**config.mk**
```make
export PLATFORM = sky130hd
export DESIGN_NAME = forward_tx
export DESIGN_NICKNAME = d
export VERILOG_FILES = /design/src/rtl/forward_tx.sv
export SDC_FILE = /design/constraint.sdc
export NUM_CORES = 1
export LEC_CHECK = 0
export CAP_MARGIN = 20
export CORE_ASPECT_RATIO = 1.75
export CORE_MARGIN = 2
export CORE_UTILIZATION = 41
export DETAILED_ROUTE_END_ITERATION = 7
export PLACE_DENSITY = 0.71
export SLEW_MARGIN = 20
export SYNTH_ARGS = -nofsm -noshare
export SYNTH_HDL_FRONTEND = slang
export SYNTH_SLANG_ARGS = --single-unit
```
**constraint.sdc**
```tcl
create_clock -name clock -period 3.3 [get_ports clock]
set_clock_uncertainty 0.1 [all_clocks]
set_input_delay 0.99 -clock clock [delete_from_list [all_inputs] [get_ports clock]]
set_output_delay 0.99 -clock clock [all_outputs]
set_load 0.01 [all_outputs]
```
**src/rtl/forward_tx.sv**
```systemverilog
// Packet forwarder: latches a header, emits dst/my/src/hop+1 then payload words over a valid/ready stream.
// Optional HOP_LIMIT_EN drops packets whose hop count has reached the limit instead of sending them.
module forward_tx (
  input  logic        clock,
  input  logic        rst,
  input  logic        en,
  input  logic        start,
  input  logic [15:0] MY_NODE_ID,
  input  logic [15:0] sourceID,
  input  logic [15:0] destinationID,
  input  logic [15:0] hopCount,
  input  logic [3:0]  payloadLen,
  output logic [3:0]  rd_addr,
  input  logic [15:0] rd_data,
  output logic [15:0] tx_data,
  output logic        tx_valid,
  input  logic        tx_ready,
  output logic        done,
  output logic        dropped
);

  localparam int unsigned DW = 16;
  localparam int unsigned LW = 4;
  localparam int unsigned IW = 2;
`ifdef HOP_LIMIT_EN
  localparam logic [DW-1:0] HOP_LIMIT = DW'(8);
`endif

  typedef enum logic [2:0] {
    S_WAIT_EN,
    S_IDLE,
    S_LATCH,
    S_HDR,
    S_PAYLOAD,
    S_FIN
  } state_t;

  state_t        state_q, state_d;
  logic [DW-1:0] my_q, my_d;
  logic [DW-1:0] src_q, src_d;
  logic [DW-1:0] dst_q, dst_d;
  logic [DW-1:0] hop_q, hop_d;
  logic [LW-1:0] len_q, len_d;
  logic [IW-1:0] hdr_idx_q, hdr_idx_d;
  logic [LW-1:0] rd_addr_q, rd_addr_d;
  logic          done_q, done_d;
  logic          tx_valid_q, tx_valid_d;
  logic          drop_q, drop_d;
  logic          xfer;
  logic [DW-1:0] hop_sat;

  assign xfer    = tx_valid_q & tx_ready;
  assign hop_sat = (hop_q == {DW{1'b1}}) ? hop_q : hop_q + DW'(1);

  always_ff @(posedge clock) begin
    if (rst) begin
      state_q    <= S_WAIT_EN;
      my_q       <= '0;
      src_q      <= '0;
      dst_q      <= '0;
      hop_q      <= '0;
      len_q      <= '0;
      hdr_idx_q  <= '0;
      rd_addr_q  <= '0;
      done_q     <= 1'b0;
      tx_valid_q <= 1'b0;
      drop_q     <= 1'b0;
    end else begin
      state_q    <= state_d;
      my_q       <= my_d;
      src_q      <= src_d;
      dst_q      <= dst_d;
      hop_q      <= hop_d;
      len_q      <= len_d;
      hdr_idx_q  <= hdr_idx_d;
      rd_addr_q  <= rd_addr_d;
      done_q     <= done_d;
      tx_valid_q <= tx_valid_d;
      drop_q     <= drop_d;
    end
  end

  // Next-state and register updates; all moves in HDR/PAYLOAD happen only on an accepted word.
  always_comb begin
    state_d   = state_q;
    my_d      = my_q;
    src_d     = src_q;
    dst_d     = dst_q;
    hop_d     = hop_q;
    len_d     = len_q;
    hdr_idx_d = hdr_idx_q;
    rd_addr_d = rd_addr_q;
    done_d    = done_q;
    drop_d    = drop_q;
    unique case (state_q)
      S_WAIT_EN: begin
        if (en) begin
          done_d  = 1'b0;
          drop_d  = 1'b0;
          state_d = S_IDLE;
        end
      end
      S_IDLE: begin
        if (start) state_d = S_LATCH;
      end
      S_LATCH: begin
        my_d      = MY_NODE_ID;
        src_d     = sourceID;
        dst_d     = destinationID;
        hop_d     = hopCount;
        len_d     = payloadLen;
        hdr_idx_d = '0;
        rd_addr_d = '0;
        state_d   = S_HDR;
`ifdef HOP_LIMIT_EN
        if (hopCount >= HOP_LIMIT) begin
          drop_d  = 1'b1;
          state_d = S_FIN;
        end
`endif
      end
      S_HDR: begin
        if (xfer) begin
          hdr_idx_d = hdr_idx_q + IW'(1);
          if (hdr_idx_q == IW'(3)) begin
            rd_addr_d = '0;
            state_d   = (len_q == '0) ? S_FIN : S_PAYLOAD;
          end
        end
      end
      S_PAYLOAD: begin
        if (xfer) begin
          rd_addr_d = rd_addr_q + LW'(1);
          if (rd_addr_q == len_q - LW'(1)) state_d = S_FIN;
        end
      end
      S_FIN: begin
        state_d = S_WAIT_EN;
      end
      default: state_d = S_WAIT_EN;
    endcase
    if (state_d == S_FIN) done_d = 1'b1;
    tx_valid_d = (state_d == S_HDR) || (state_d == S_PAYLOAD);
  end

  // Word mux: header words come from latched fields, payload passes the buffer read straight through.
  always_comb begin
    tx_data = '0;
    if (state_q == S_PAYLOAD) begin
      tx_data = rd_data;
    end else if (state_q == S_HDR) begin
      unique case (hdr_idx_q)
        2'd0:    tx_data = dst_q;
        2'd1:    tx_data = my_q;
        2'd2:    tx_data = src_q;
        default: tx_data = hop_sat;
      endcase
    end
  end

  assign rd_addr  = rd_addr_q;
  assign tx_valid = tx_valid_q;
  assign done     = done_q;
`ifdef HOP_LIMIT_EN
  assign dropped  = drop_q;
`else
  assign dropped  = 1'b0;
`endif

endmodule
```
# ---- Word level (Yosys, flattened, before mapping)
# Index checks and enable logic that the tools add are counted.
dict set report word_totals {
  ff_bits 79
  inputBits 89
  out_inout_bits 23
  elab_cells 62
}
dict set report op_classes {
  reduce_logical 11
  n_addsub 4
  eq_ne 15
  bitwise_logic 1
  muxes 21
}
# operator n
set ops {}
lappend ops {{$mux 16} 3}
lappend ops {{$pmux 16 s3} 1}
lappend ops {{$mux 3} 6}
lappend ops {{$add 16x1->16 const B} 1}
lappend ops {{$eq 16x16->1 const B} 1}
lappend ops {{$pmux 3 s5} 1}
lappend ops {{$mux 4} 3}
lappend ops {{$pmux 4 s3} 1}
lappend ops {{$eq 3x2->1 const B} 3}
lappend ops {{$eq 3x3->1 const B} 3}
lappend ops {{$ne 2x2->1 const B} 3}
lappend ops {{$reduce_bool 2->1} 3}
lappend ops {{$add 4x1->4 const B} 1}
lappend ops {{$eq 2x2->1 const B} 2}
lappend ops {{$eq 4x4->1} 1}
lappend ops {{$logic_not 4->1} 1}
lappend ops {{$mux 1} 4}
lappend ops {{$pmux 2 s2} 1}
lappend ops {{$reduce_and 2->1} 2}
lappend ops {{$reduce_and 4->1} 1}
lappend ops {{$sub 4x1->4 const B} 1}
lappend ops {{$eq 3x1->1 const B} 1}
lappend ops {{$logic_not 3->1} 1}
lappend ops {{$reduce_bool 3->1} 1}
lappend ops {{other kinds (6)} 6}

# ---- Depth between registers and ports, before layout
# Gate-level depths: netlist (run 1).
dict set report logic_depth {
  word_depth 8
  depth_mapped 8
  ltp_nobuf 6
}

# ---- Worst setup path before layout (run 1)
# No wires, ideal clock.
dict set report synth_path {
  path_kind {flip-flop to output port}
  startpoint {register hop_q[0]}
  endpoint {output port tx_data[4]}
  n_path_buf 0
  t_arrival_ns 1.804
  path_slack_ns 0.406
  required_ns 2.210
  stages_incl_launch_ff 7
  path_cell_list {dfxtp_1 -> ha_1 -> nand4_4 -> nor4_4 -> or2b_2 -> nor2_1 -> o41ai_2}
}
dict set report synth_between {
  elab_chain_cells 5
  word_cells_on_any_way 6
  classes_between {1 x add/sub; 1 x eq/ne; 4 x mux}
}
# element line
set synth_lines {}
lappend synth_lines {{start: declaration} 42} ;# logic [DW-1:0] hop_q, hop_d;
lappend synth_lines {{start signal: assignment} 73} ;# hop_q <= hop_d;
lappend synth_lines {{$add 16x1->16 or $eq 16x16->1 (tied branches)} 53} ;# assign hop_sat = (hop_q == {DW{1'b1}}) ? hop_q : hop_q + DW'(1);
lappend synth_lines {{$mux 16 (*)} 53}
lappend synth_lines {{$pmux 16 s3 (*)} 152} ;# unique case (hdr_idx_q)
lappend synth_lines {{$mux 16 (*)} 151} ;# end else if (state_q == S_HDR) begin
lappend synth_lines {{$mux 16 (*)} 149} ;# if (state_q == S_PAYLOAD) begin
lappend synth_lines {{end: declaration} 15} ;# output logic [15:0] tx_data,
# Every way passes the cells marked *; elsewhere a longest branch is shown, timed or not.

# ---- Worst setup path after layout (run 1)
dict set report layout_path {
  startpoint {register hop_q[0]}
  endpoint {output port tx_data[15]}
}
# The elaborated chain is that of the path after synthesis.

==> impl_metrics.yaml, run 1 <==
routing:
  drtIter0Drc: 357
  viasPerCell: 5.44
  routedWlPerCell_um: 16.7
  drc: 0
  vias: 4122
  drt-pass1-iter-count: 5
  ant_nets: 0
  wl_um: 12700
setup_path:
  cp_slowest_stage_delay_ns: 0.39
  crit_family: "simple AND/OR/NAND/NOR gates"
  slowest_stage: "nor4_1"
  cp_num_buf_inv: 2
  cp_num_cells: 7
  cp-end-kind: "output port"
  crit_path_cell_trace: "buf_4 -> nand4_1 -> or2_4 -> nor4_1 -> o31ai_4 -> nand2_1 -> dlygate4sd2_1"
  start_kind: "register"
  cp_data_required_time_ns: 2.21
  crit_type: "reg -> out"
  rr_worst_depth: 6
  cp_data_arrival_time_ns: 2.13
  path_max_fanout: 5
floorplan:
  core_um2: 9090
  dieArea_um2: 10200
  start_util_pct: 42.4
  die_x_um: 77.3
  fp-row-count: 46
  io_pins: 112
  dieHeight_um: 132
timing:
  holdWs_ns: 0.359
  final.min_clock_period_ns: 3.22
  setup_viol: 0
  tightest_slew_ns: 0.580
  period_share_pct: 97.5
  slew_headroom_pct: 61.3
  fmax_mhz: 311
  slew_viol_final: 0
  hold_viol_final: 0
  setup_tns_ns: 0
clocking:
  cts_buffer_depth: 2
  numClockSinks: 79
  clk_latency_ns: 0.34
  h-tree-depth: 3
  cts_root_buf: "clkbuf_16"
  clk_pin_slew_ns: 0.06
  cts_tree: "done"
  numCtsBuffers: 9
global_routing:
  top_usage_layer: "met2"
  grt_pass1_vias: 4090
  grt-ovfl-total: 0
  gr-usage-met2_pct: 44.7
  met1_usage_pct: 26.2
  grt_max_degree: 51
  grtUsageTotal_pct: 24.9
  grt_use_met3_pct: 5.21
  grt_pass1_wl_um: 20000
  antenna_found_initial: 0
finish:
  finish.utilization_pct: 63.1
  synthToLayoutAreaGrowth_pct: 48.9
  diodes: 0
  fin_nets: 729
  drive_gt1_share_pct: 15.7
pwr:
  p_leak_nw: 2.09
  max-vdd-ir-drop_mv: 0.270
  powerDensity_nw_per_um2: 409
place:
  io_buffer_count: 110
  dp.final_hpwl_um: 9480
  globalplace.congestion: 0.911
yosys:
  yosysSeqAreaShare_pct: 41.1
  async_flop_share_pct: 0
  avgSynthCellArea_um2: 7.63
  netlist_area_um2: 3850
  yosys_warnings: 0
  synth_cells: 505
  synth_cell_types: 51
  synth_flop_cell: "dfxtp_1"
  syn_nets: 601
  synth_edf_count: 0
  ys_ff_latch: 79
min_path:
  hold_class: "reg -> reg"
  hold_path_depth: 2
run_status:
  status: "finished, final reports clean"
flow_run:
  maxCapViolCount: 0
[logic make-up after synthesis]
family / synth area share [%]
flip-flops: 41.1
buffers and inverters: 4.61
AND/OR/NAND/NOR: 25.9
multiplexers: 0.909
AO/OA/AOI/OAI: 21.1
adder cells (fa/ha/maj): 2.27
XOR/XNOR: 4.09
other: 0.0973
[power breakdown]
group          switching (W)  internal (W)
clock               0.000372      0.000648
sequential         0.0000333      0.000995
combinational       0.000139      0.000162
total               0.000544       0.00181
[cell usage in the layout, fill, tap and decap left out, types with 3 or more instances in the layout]
master           instances
a21oi_1                 84
a222oi_1                 9
a22o_1                   3
a22oi_1                  6
buf_4                   41
clkbuf_16                9
clkbuf_2                 6
clkbuf_8                 3
clkdlybuf4s50_1         93
dfxtp_1                 73
dfxtp_2                  6
dlygate4sd2_1            7
ha_4                     4
inv_1                    5
nand2_1                157
nand3_1                  8
nand4_1                  6
nor2_1                  16
nor3_1                   6
o21ai_0                  6
o21ai_1                  4
o221ai_1                 7
xnor2_1                  9
xor2_1                   8
[metal layers]
layer	wire, um	part of all wire [%]
met1	4640	37
met2	6740	53
met3	684	5.4
met4	590	4.7
met5	0	0
[cell usage after synthesis (2+ instances only)]
library cell / count / area, um2
nand2_1: 157 / 589
mux2i_1: 2 / 20.0
a22o_1: 3 / 26.3
xnor2_1: 9 / 78.8
clkbuf_1: 27 / 101
inv_1: 6 / 22.5
ha_1: 7 / 87.6
or2_2: 2 / 12.5
nand2b_1: 2 / 12.5
nor3b_1: 2 / 15.0
o221ai_1: 7 / 61.3
xor2_1: 9 / 78.8
nor4_1: 4 / 25.0
a222oi_1: 9 / 90.1
nand4_1: 6 / 37.5
nor2_1: 17 / 63.8
buf_2: 7 / 35.0
and3_1: 2 / 12.5
nor2b_1: 2 / 12.5
a21oi_1: 85 / 425
nand3_1: 8 / 40.0
nor3_1: 9 / 45.0
o21ai_0: 10 / 50.1
a22oi_1: 8 / 60.1
dfxtp_1: 79 / 1580
[worst register-to-register path: cells and delay by family (launching register included)]
| family | cells | cell delay, ns |
|---|---|---|
| muxes | 1 | 0.32 |
| and+or+nand+nor | 3 | 0.94 |
| AOI/OAI and AO/OA | 1 | 0.13 |
| buffers and inverters | 1 | 0.26 |
| DFF | 1 | 0.36 |
[repair_timing]
item                       4_1_cts  5_1_grt
setup buffers                    2        4
gates resized for setup         32       37
setup endpoints to repair       16       14
pin swaps                        5        4
hold buffers                     0        0
[metrics by stage]
step | area (um2) | worst slack [ns] | std cells | total power, W
floorplan | 3850 | 0.406 | 505 | 0.00118
global placement | 5250 | -0.129 | 736 | 0.00133
detailed placement | 5250 | -0.108 | 736 | 0.00134
CTS | 5630 | -0.0355 | 754 | 0.00236
global route | 5740 | -0.00144 | 758 | 0.00242
finish | 5740 | 0.0819 | 758 | 0.00235
[final timing paths]
check                   from          end  slack (ns)
setup / recovery    hop_q[0]  tx_data[15]        0.08
hold / removal      dst_q[2]     dst_q[2]        0.36
setup reg to reg  state_q[1]     tx_valid        1.07
hold reg to reg     dst_q[2]     dst_q[2]        0.36
[state kept, by name (all words and copies together), names as in the netlist]
register and flops:
dst_q 16, my_q 16, state_q 3, src_q 16
tx_valid 1, len_q 4, hdr_idx_q 2, rd_addr 4
hop_q 16, done 1
[cell type report]
class                      count  area (um2)
timing repair buffer         153        1410
tap                          120         150
clock buffer                  14         274
fill                         849        3360
sequential                    79        1590
multi-input combinational    384        2260
inverter                       6        22.5
clock inverter                 2        37.5
No activity file was read; power rests on OpenSTA's default activity.
==> inputs of run 2 (changes only) <==
--- a/config.mk
+++ b/config.mk
@@ -11,7 +11,7 @@
 export CORE_UTILIZATION = 41
 export DETAILED_ROUTE_END_ITERATION = 7
 export PLACE_DENSITY = 0.71
-export SLEW_MARGIN = 20
+export SLEW_MARGIN = 10
 export SYNTH_ARGS = -nofsm -noshare
 export SYNTH_HDL_FRONTEND = slang
 export SYNTH_SLANG_ARGS = --single-unit
==> results of run 2 <==
Final layout, timing and power as in run 1 (identical DEF).
==> RTL edit 1, RTL diff (config.mk and constraints of run 2) <==
Take the reset off `my_q` and load it in a clocked block of its own.
--- a/src/rtl/forward_tx.sv
+++ b/src/rtl/forward_tx.sv
@@ -57,3 +57,2 @@
       state_q    <= S_WAIT_EN;
-      my_q       <= '0;
       src_q      <= '0;
@@ -69,3 +68,2 @@
       state_q    <= state_d;
-      my_q       <= my_d;
       src_q      <= src_d;
@@ -80,2 +78,6 @@
     end
+  end
+
+  always_ff @(posedge clock) begin
+    my_q <= my_d;
   end
Function: no difference found for any inputs over 10 cycles, from zero or initial values and one cycle with rst high; that may be too few to reach the edited logic, so the function may still have changed.
==> RTL edit 1 against run 2 <==
Sequential share of layout area rose by 2.9 points; cell area rose by 1.1%; highest routed layer unchanged; wire length shrank 1.2%; total power decreased by 1.5%; worst setup slack worse by 35 ps; synthesized cell count down 6.1%; core utilization rose by 0.69 points; combinational power shrank 16%; area after synthesis grew 0.23%; final cell count decreased by 4.1%; first-iteration DRC count fell by 46%; critical path depth did not move; sequential cell count unchanged.
==> RTL edit 1: results (changes against run 2) <==
----------------------------------------------------
[Status]
  Run status ... completed (unchanged)

[Placed design]
  Last weighted congestion value of the routability-driven placer ... 0.916 (was 0.911)
  Placed cells ... 707 (was 736)
  Worst setup timing slack at the placement stage ... -328 ps (was -108 ps)

[Synthesis]
  Number of enable-type register cells in the synthesized netlist ... 16 (was 0)
  Commonest cells in the netlist ... 118 x sky130_fd_sc_hd__nand2_1, 92 x sky130_fd_sc_hd__a21oi_1, 63 x sky130_fd_sc_hd__dfxtp_1 (was 157 x sky130_fd_sc_hd__nand2_1, 85 x sky130_fd_sc_hd__a21oi_1, 79 x sky130_fd_sc_hd__dfxtp_1)
  Fraction of the mapped netlist area in adder cells ... 0.0227 (about the same)
  Sequential-to-total area share from yosys stat ... 0.451 (was 0.411)
  Total nets after synthesis ... 570 (was 601)
  Area fraction in compound gates after synthesis ... 0.220 (was 0.211)
  Multiplexer share of the synthesized area ... 0.00843 (was 0.00909)

[Power]
  Comb power frac ... 0.109 (was 0.128)
  Maximum vdd ir drop ... 0.334 mV (was 0.270 mV)
  Total design power ... 2320 uW (was 2350 uW)
  Reported leakage power ... 0.00207 uW (was 0.00209 uW)

[Finish]
  Area occupied by multi-input gates ... 0.00213 sq mm (was 0.00226 sq mm)
  Layout cells sized above 1 ... 0.186 (was 0.157)
  Count of fill cells added during filler insertion ... 816 (was 849)
  Net count reported at finish ... 697 (was 729)
  Non-Filler Instances ... 727 (was 758)

[STA]
  Slew at the pin closest to its max-slew limit ... 574 ps (was 580 ps)
  Portion of the clock cycle consumed by the worst path in the final layout ... 0.986 (was 0.975)

[Global routing]
  First-pass GRT wire length ... 20,000 microns (about the same)
  Number of global-route vias before repair ... 4,052 (was 4,090)
  Total routing resource utilization after global routing ... 0.250 (was 0.249)
  Met1 demand-to-capacity share in global routing ... 0.266 (was 0.262)
  Maximum number of pins on one net before global-route repair ... 55 (was 51)

[Route]
  Starting DRC count in detailed routing ... 191 (was 357)
  Total detailed-routing wirelength ... 12,500 microns (was 12,700 microns)

[Critical path]
  Startpoint of the most critical setup path ... hop_q[7] (was hop_q[0])
  Crit Path Max Fanout ... 4 (was 5)
  Crit path arrival time ... 2160 ps (was 2130 ps)
  Worst reg-to-reg setup slack ... 1300 ps (was 1070 ps)
  Logic depth of the worst register-to-register path ... 7 (was 6)

----------------------------------------------------
[RTL edit 1: worst min path at each step]
| stage | slack (ps) | cells past startpoint | endpoint |
|---|---|---|---|
| after floorplan | 340 | 2 | dst_q[0] |
| after global placement | 340 | 2 | dst_q[8] |
| after detailed placement | 350 | 2 | dst_q[12] |
| after CTS | 360 | 2 | src_q[9] |
| after global routing | 380 | 2 | src_q[12] |
| final | 360 | 2 | src_q[8] |
[RTL edit 1: stage by stage]
stage                     hold WS, ps  setup TNS [ps]
final                             357               0
after global routing              379           -8.52
after detailed placement          349            -328
after CTS                         359           -92.8
after global placement            343            -320
after floorplan                   336               0
[RTL edit 1: layout make-up]
cell class,instances,share of cell area
Multi-Input combinational cell,353,0.366
Timing Repair Buffer,150,0.243
Antenna cell,1,0.000431
Clock buffer,11,0.0418
Clock inverter,5,0.0110
Sequential cell,79,0.306
Inverter,8,0.00518
Tap cell,120,0.0259
[RTL edit 1: repair_timing]
action	in CTS	in global routing
resized for setup	74	16
setup buffers	1	2
endpoints found under the setup margin	16	12
pin swaps	6	9
[RTL edit 1: critical path, cell delays in order, from the launching register on]
cell and delay (ps):
sky130_fd_sc_hd__dfxtp_2 380, sky130_fd_sc_hd__nand4_4 150, sky130_fd_sc_hd__buf_4 190, sky130_fd_sc_hd__nor2_4 140
sky130_fd_sc_hd__a21oi_1 100, sky130_fd_sc_hd__o21ai_1 170, sky130_fd_sc_hd__a22o_1 160, sky130_fd_sc_hd__clkdlybuf4s50_1 530
[RTL edit 1: routing by layer]
layer	routed length [microns]	part of all wire
met5	0	0
met4	670	0.054
met3	623	0.050
met2	6570	0.53
met1	4640	0.37
==> RTL edit 2, RTL diff (flow settings as in run 2) <==
Without the edit above. Build with the macro `HOP_LIMIT_EN` defined.
--- a/src/rtl/forward_tx.sv
+++ b/src/rtl/forward_tx.sv
@@ -2,2 +2,4 @@
 // Optional HOP_LIMIT_EN drops packets whose hop count has reached the limit instead of sending them.
+`define HOP_LIMIT_EN
+
 module forward_tx (
Check against the original RTL: not equivalent (a bounded check fails within 4 cycles, from zero or initial values and one cycle with rst high).
==> RTL edit 2 against run 2 <==
The flow now finishes with violations (negative setup slack); area after synthesis increased by 3.3%; worst setup slack worse by 95 ps; global-route usage shrank 1.6 points; synthesized cell count rose by 7.3%; sequential cell count up 1; count of clock-buffer cells in the layout shrank 1; total power shrank 1.4%; sequential share of layout area shrank 1.1 points; wire length is 2.1% lower; first-iteration DRC count shrank 20%; cell area increased by 5.9%.
==> RTL edit 2: results (changes against run 2) <==
----------------------------------------------------
[Finish]
  Count of fill cells added during filler insertion ... 809 (was 849)

[Power]
  Maximum vdd ir drop ... 0.361 mV (was 0.270 mV)

[Global routing]
  Total routing resource utilization after global routing ... 0.233 (was 0.249)
  Met3 Use GR ... 0.0336 (was 0.0521)

[STA]
  Slew at the pin closest to its max-slew limit ... 588 ps (was 580 ps)
  Setup violators final ... 2 (was 0)
  Sum Neg Setup Slack ... -21.6 ps (was 0 ps)
  Minimum setup slack in the final design ... -13.3 ps (was 81.9 ps)

[CTS]
  Buffer count from post-CTS setup fixing ... 6 (was 2)
  Resize count post-CTS ... 59 (was 32)

[Critical path]
  Crit path arrival time ... 2220 ps (was 2130 ps)
  Top delay family on crit path ... buffers and inverters (was simple AND/OR/NAND/NOR gates)

[Route]
  Metal3 WL ... 532 microns (was 684 microns)
  M1 wire length ... 4880 microns (was 4640 microns)
  Via count ... 4,366 (was 4,122)
  Starting DRC count in detailed routing ... 287 (was 357)
  Wire length on met2 ... 6730 microns (was 6740 microns)
  Total detailed-routing wirelength ... 12,400 microns (was 12,700 microns)

[Status]
  Violations in the final reports ... negative setup slack
  Run status ... finished, violations left (was completed)

[Placed design]
  Cell area after placement ... 0.00547 sq mm (was 0.00525 sq mm)
  Last weighted congestion value of the routability-driven placer ... 0.834 (was 0.911)
  Count of input and output buffers ... 111 (was 110)
  Worst setup timing slack at the placement stage ... -105 ps (was -108 ps)

[Synthesis]
  Sequential-to-total area share from yosys stat ... 0.402 (was 0.411)
  Number of unique standard cell types used by synthesis ... 46 (was 51)
  Multiplexer share of the synthesized area ... 0.00754 (was 0.00909)
  Commonest cells in the netlist ... 155 x sky130_fd_sc_hd__nand2_1, 102 x sky130_fd_sc_hd__a21oi_1, 80 x sky130_fd_sc_hd__dfxtp_1 (was 157 x sky130_fd_sc_hd__nand2_1, 85 x sky130_fd_sc_hd__a21oi_1, 79 x sky130_fd_sc_hd__dfxtp_1)
  Xor and xnor fraction of the mapped netlist area ... 0.0264 (was 0.0409)
  Area fraction in compound gates after synthesis ... 0.236 (was 0.211)
  Total nets after synthesis ... 638 (was 601)

----------------------------------------------------
## RTL edit 2: area by class of cell
type	instances	area (sq um)	share of cell area
Tap cell	122	153	0.0251
Sequential cell	80	1620	0.266
Timing Repair Buffer	168	1590	0.261
Inverter	13	48.8	0.00803
Clock inverter	3	40.0	0.00659
Multi-Input combinational cell	409	2370	0.390
Clock buffer	13	260	0.0428
## RTL edit 2: report_power, final
group | leakage, uW | internal [uW] | total, uW | switching (uW)
combinational | 0.00143 | 162 | 290 | 128
sequential | 0.000651 | 999 | 1030 | 26.0
clock | 0.000150 | 625 | 1000 | 377
## RTL edit 2: final timing paths
check | to | from | slack, ps | cells after the start
worst min register to register | my_q[13] | my_q[13] | 350 | 2
worst max register to register | src_q[6] | state_q[2] | 1140 | 5
worst max-delay path | tx_data[1] | hop_q[15] | -10 | 9
worst min-delay path | my_q[13] | my_q[13] | 350 | 2
